$ cat src/rtl/wb_port_arbiter.sv
// rtl/wb_port_arbiter.sv - register-file write port shared by pipeline writeback and buffered MDU results
// Optional starvation guard (FORCE slot + stall_pipe) enabled by defining WB_STARVE_GUARD_EN.
module wb_port_arbiter #(
  parameter int DEPTH        = 2,
  parameter int STARVE_LIMIT = 4
) (
  input  logic        clk,
  input  logic        reset,
  input  logic        wb_valid,
  input  logic [4:0]  wb_rd,
  input  logic        wb_mem_to_reg,
  input  logic [31:0] wb_read_data,
  input  logic [31:0] wb_alu_out,
  input  logic        mdu_valid,
  input  logic [4:0]  mdu_rd,
  input  logic [31:0] mdu_data,
  output logic        mdu_ready,
  output logic        stall_pipe,
  output logic        rf_we,
  output logic [4:0]  rf_waddr,
  output logic [31:0] rf_wdata
);

  localparam int PW = $clog2(DEPTH);
  localparam int CW = PW + 1;

  logic [4:0]       fifo_rd_q   [DEPTH];
  logic [31:0]      fifo_data_q [DEPTH];
  logic [DEPTH-1:0] live_q;
  logic [DEPTH-1:0] dead_q;
  logic [PW-1:0]    wr_ptr_q;
  logic [PW-1:0]    rd_ptr_q;
  logic [CW-1:0]    count_q;

  logic        rf_we_q;
  logic [4:0]  rf_waddr_q;
  logic [31:0] rf_wdata_q;
  logic        stall_q;

  logic        fifo_empty;
  logic        fifo_full;
  logic        push;
  logic        pipe_grant;
  logic        mdu_grant;
  logic [31:0] pipe_data;

  assign fifo_empty = (count_q == '0);
  assign fifo_full  = (count_q == CW'(DEPTH));
  assign mdu_ready  = !reset && !fifo_full;
  assign push       = mdu_valid && mdu_ready;
  assign pipe_data  = wb_mem_to_reg ? wb_read_data : wb_alu_out;

  // A forced slot overrides the pipeline; otherwise the MDU only gets idle slots.
  assign pipe_grant = !stall_q && wb_valid;
  assign mdu_grant  = !fifo_empty && (stall_q || !wb_valid);

  always_ff @(posedge clk) begin
    if (reset) begin
      wr_ptr_q <= '0;
      rd_ptr_q <= '0;
      count_q  <= '0;
      live_q   <= '0;
      dead_q   <= '0;
    end else begin
      for (int i = 0; i < DEPTH; i++) begin
        if (pipe_grant && (wb_rd != 5'd0) && live_q[i] && (fifo_rd_q[i] == wb_rd)) begin
          dead_q[i] <= 1'b1;
        end
      end
      if (mdu_grant) begin
        live_q[rd_ptr_q] <= 1'b0;
        dead_q[rd_ptr_q] <= 1'b0;
        rd_ptr_q         <= rd_ptr_q + PW'(1);
      end
      if (push) begin
        fifo_rd_q[wr_ptr_q]   <= mdu_rd;
        fifo_data_q[wr_ptr_q] <= mdu_data;
        live_q[wr_ptr_q]      <= 1'b1;
        dead_q[wr_ptr_q]      <= 1'b0;
        wr_ptr_q              <= wr_ptr_q + PW'(1);
      end
      case ({push, mdu_grant})
        2'b10:   count_q <= count_q + CW'(1);
        2'b01:   count_q <= count_q - CW'(1);
        default: count_q <= count_q;
      endcase
    end
  end

  always_ff @(posedge clk) begin
    if (reset) begin
      rf_we_q    <= 1'b0;
      rf_waddr_q <= '0;
      rf_wdata_q <= '0;
    end else begin
      rf_we_q <= 1'b0;
      if (pipe_grant) begin
        rf_we_q    <= (wb_rd != 5'd0);
        rf_waddr_q <= wb_rd;
        rf_wdata_q <= pipe_data;
      end else if (mdu_grant) begin
        rf_we_q    <= !dead_q[rd_ptr_q] && (fifo_rd_q[rd_ptr_q] != 5'd0);
        rf_waddr_q <= fifo_rd_q[rd_ptr_q];
        rf_wdata_q <= fifo_data_q[rd_ptr_q];
      end
    end
  end

`ifdef WB_STARVE_GUARD_EN
  localparam int SW = $clog2(STARVE_LIMIT) + 1;

  typedef enum logic {ST_RUN, ST_FORCE} state_e;

  state_e        state_q;
  logic [SW-1:0] starve_cnt_q;

  always_ff @(posedge clk) begin
    if (reset) begin
      state_q      <= ST_RUN;
      starve_cnt_q <= '0;
      stall_q      <= 1'b0;
    end else begin
      case (state_q)
        ST_RUN: begin
          if (!fifo_empty && !mdu_grant) begin
            if (starve_cnt_q == SW'(STARVE_LIMIT - 1)) begin
              state_q      <= ST_FORCE;
              stall_q      <= 1'b1;
              starve_cnt_q <= '0;
            end else begin
              starve_cnt_q <= starve_cnt_q + SW'(1);
            end
          end else begin
            starve_cnt_q <= '0;
          end
        end
        default: begin
          state_q      <= ST_RUN;
          stall_q      <= 1'b0;
          starve_cnt_q <= '0;
        end
      endcase
    end
  end
`else
  assign stall_q = 1'b0;
`endif

  assign stall_pipe = stall_q;
  assign rf_we      = rf_we_q;
  assign rf_waddr   = rf_waddr_q;
  assign rf_wdata   = rf_wdata_q;

endmodule

$ cat config.mk
export PLATFORM = sky130hd
export DESIGN_NAME = wb_port_arbiter
export DESIGN_NICKNAME = d
export VERILOG_FILES = /design/src/rtl/wb_port_arbiter.sv
export SDC_FILE = /design/constraint.sdc
export NUM_CORES = 1
export LEC_CHECK = 0
export ABC_AREA = 1
export CAP_MARGIN = 20
export CORE_UTILIZATION = 50
export CTS_BUF_LIST = sky130_fd_sc_hd__clkbuf_8
export CTS_CLUSTER_SIZE = 24
export DETAILED_ROUTE_END_ITERATION = 10
export PLACE_DENSITY = 0.95
export SYNTH_ARGS = -nofsm -noshare
export SYNTH_HDL_FRONTEND = slang
export SYNTH_SLANG_ARGS = --single-unit
$ cat constraint.sdc
create_clock -name clk -period 6.8 [get_ports clk]
set_input_delay 0.68 -clock clk [delete_from_list [all_inputs] [get_ports clk]]
set_output_delay 0.68 -clock clk [all_outputs]
set_load 0.01 [all_outputs]
==> flow_summary.toml <==
[outcome]
outcome = "complete, no violations"

[final_layout]
antenna_cells = 0
instances_no_fill = 833
drive_gt1_share_pct = 8.57
area_growth_pct = 38.1
fin_area_mm2 = 0.00721
finalNetCount = 800
fillCellCount = 719

[setup_path]
critPathMaxFanout = 9
start_kind = "input pin"
reg2reg_depth = 5
worstPathRequired_ns = 6.12
r2r_slack_ns = 4.57
r2r-start = "count_q[0]$_SDFFE_PP0P_"
critical-path-slowest-cell = "clkdlybuf4s50_1"
path_buf_inv = 2
worstPathCellList = "clkdlybuf4s50_1 > a21oi_1 > clkdlybuf4s50_1"
cpPeakStageDelay_ns = 0.59
crit_arrival_ns = 2.11
endpoint_kind = "primary output"
crit_family = "buffers and inverters"
criticalPathCategory = "in2out"
cp_common_cell = "clkdlybuf4s50_1"
r2r-end = "fifo_rd_q[0][3]$_DFFE_PP_"

[place]
io_buffers = 149
globalplace.congestion = 0.909
place_area_mm2 = 0.00677
dp_cells = 800
hpwl_um = 8710

[synth]
async_flop_share_pct = 0
yosysUniqueCellTypes = 30
ys_seq_area_share_pct = 60.6
syn_nets = 654
yosys_warnings = 0
synth_flop_cell = "edfxtp_1"
synth_enable_flop_cells = 74
synth.avg_cell_area_um2 = 9.63
yosys.area.top_type = "edfxtp_1"
netlist_area_mm2 = 0.00522
synth.area.top_cells = "edfxtp_1 43%, dfxtp_1 18%, nand2_1 7.6%, o211ai_1 7.3%, o21ai_0 5.0%"
ys_seq_elements = 121
ys_top_cells_by_count = "106 x nand2_1, 74 x edfxtp_1, 55 x inv_1"
post-synth-top-count-cell = "nand2_1"
syn_inst = 542
synth_top_area_share_pct = 42.6

[sta]
fmax_mhz = 359
drv_slew = 0
clock_skew_ns = 0.00926
setup_viol = 0
finalHoldViolCount = 0
worst_pin_slew_ns = 1.11
finalCritPeriodShare_pct = 41.0
slew_headroom_pct = 26.2
final.min_clock_period_ns = 2.79
rsz0062_at_grt = "no"
final.setup.tns_ns = 0

[drt]
first_iter_violations = 268
drc = 0
drtAntennaViolNets = 0
via_per_inst = 5.34
post_drt_wl_per_cell_um = 16.0
first_pass_iters = 4
vias = 4446
finalWirelength_um = 13300

[global_route]
grt_usage_pct = 25.1
grt_first_pass_wirelength_um = 20900
grt_pass1_vias = 4608
grt_antenna_before_repair = 0
grt_max_degree = 39
globalRouteOverflowTotal = 0

[worst_hold_path]
worstHoldPathType = "reg2reg"
holdCritStartpoint = "dead_q[0]$_SDFF_PP0_"
worstHoldPathCells = 2
min_to = "dead_q[0]$_SDFF_PP0_"

[power]
irDropWorstVdd_mv = 0.190
leakage_uw = 0.00285
comb_power_share_pct = 19.3
p_sw_share_pct = 25.9
clockPowerShare_pct = 33.7
switching_power_uw = 480
intPower_uw = 1380
p_per_area_mw_per_mm2 = 257
seqPwrFrac_pct = 46.9

[clocking]
clockRootBuffer = "clkbuf_8"
clock_latency_ns = 0.41
numCtsBuffers = 17
cts.sinks = 121
ctsHoldBuffers = 0
cts-htree-levels = 4
cts_tree = "built"
clk_pin_slew_ns = 0.06
cts_resized = 0
clockBufferDepth = 2
cts_setup_buffers = 0

[floorplanning]
io_pins = 151
die-area_mm2 = 0.0109
core_area_mm2 = 0.00995
start_util_pct = 52.5
rows = 36
die_x_um = 104
die_y_um = 104

[flow_run]
cap_violations = 0
-- tightest hold or removal path: cells and delay by family, from the launching register on --
family,cells,cell delay [ns]
AO/OA/AOI/OAI,1,0.06
buffers and inverters,1,0.05
flip-flops,1,0.30
-- per-stage QoR --
| step | hold slack, ns | setup WS, ns | total power [µW] | util [%] |
|---|---|---|---|---|
| 2_1_floorplan | 0.433 | 3.49 | 1070 | - |
| 3_3_place_gp | 0.441 | 3.72 | 1220 | 68.0 |
| 3_5_place_dp | 0.445 | 3.54 | 1240 | 68.0 |
| 4_1_cts | 0.454 | 3.96 | 1860 | 71.9 |
| 5_1_grt | 0.487 | 3.95 | 1930 | 72.4 |
| 6_report | 0.455 | 4.01 | 1860 | 72.4 |
-- sequential cells by signal, indices dropped and copies added (netlist names), named ones only --
register,cells
rf_waddr,5
count_q,2
fifo_rd_q,10
wr_ptr_q,1
live_q,2
dead_q,2
rf_wdata,32
rf_we,1
rd_ptr_q,1
fifo_data_q,64
-- cells by family (layout without fill, tap and decap cells) --
group / after synthesis / in the layout / synth area share (%)
AO/OA/AOI/OAI: 130 / 130 / 15.5
XOR/XNOR: 1 / 1 / 0.168
adder cells (fa/ha/maj): 1 / 1 / 0.240
buffers and inverters: 86 / 244 / 7.00
flip-flops: 121 / 121 / 60.6
other: 1 / 1 / 0.0718
AND/OR/NAND/NOR: 202 / 202 / 16.5
-- layer usage --
layer / vias to the layer above / track usage [%] / share of wire, %
met1: 2072 / 26.6 / 39
li1: 2130 / - / -
met5: - / 0 / 0
met2: 204 / 45.0 / 51
met3: 40 / 7.08 / 6.8
met4: 0 / 13.5 / 3.2
-- power by group through the flow --
| stage | combinational [µW] | sequential (µW) | clock [µW] |
|---|---|---|---|
| final | 359 | 871 | 626 |
| after global routing | 391 | 877 | 665 |
| after CTS | 354 | 871 | 635 |
| after detailed placement | 351 | 886 | 0 |
| after global placement | 339 | 883 | 0 |
| after floorplan | 180 | 890 | 0 |
-- placed cells by master (no fill, tap or decap) --
| cell type | count |
|---|---|
| conb_1 | 1 |
| o21ai_0 | 52 |
| clkbuf_8 | 18 |
| ha_1 | 1 |
| clkinv_1 | 3 |
| buf_16 | 2 |
| xnor2_1 | 1 |
| or2_0 | 4 |
| o21bai_1 | 6 |
| inv_1 | 57 |
| dfxtp_1 | 47 |
| o22ai_1 | 7 |
| a31oi_1 | 2 |
| inv_2 | 2 |
| bufinv_16 | 3 |
| edfxtp_1 | 74 |
| nand2_2 | 1 |
| clkinvlp_4 | 1 |
| nor2_4 | 3 |
| a21oi_1 | 11 |
| or2_2 | 21 |
| nand2_1 | 106 |
| o211ai_1 | 51 |
| nor2_1 | 52 |
| nand3_1 | 11 |
| buf_4 | 4 |
| and3_1 | 1 |
| o21a_1 | 1 |
| nor3_1 | 1 |
| clkdlybuf4s50_1 | 149 |
| clkinv_2 | 5 |
| nand4_1 | 2 |
-- worst max-delay path by stage --
stage                                   to  cells past startpoint  slack, ns   from
2_1_floorplan  fifo_data_q[1][0]$_DFFE_PP_                      4       3.49  reset
3_3_place_gp          dead_q[1]$_SDFF_PP0_                      6       3.72  reset
3_5_place_dp          dead_q[1]$_SDFF_PP0_                      6       3.54  reset
4_1_cts               dead_q[1]$_SDFF_PP0_                      6       3.96  reset
5_1_grt                          mdu_ready                      3       3.95  reset
6_report                         mdu_ready                      3       4.01  reset
-- area by class of cell --
cell class	count	area, µm²	share of cell area [%]
sequential	121	3160	43.9
multi-input combinational	335	1700	23.6
timing repair buffer	155	1580	21.9
clock buffer	18	248	3.44
inverter	58	218	3.02
tap	133	166	2.31
clock inverter	13	138	1.91
Note: power is estimated with default switching activity, not from simulation.
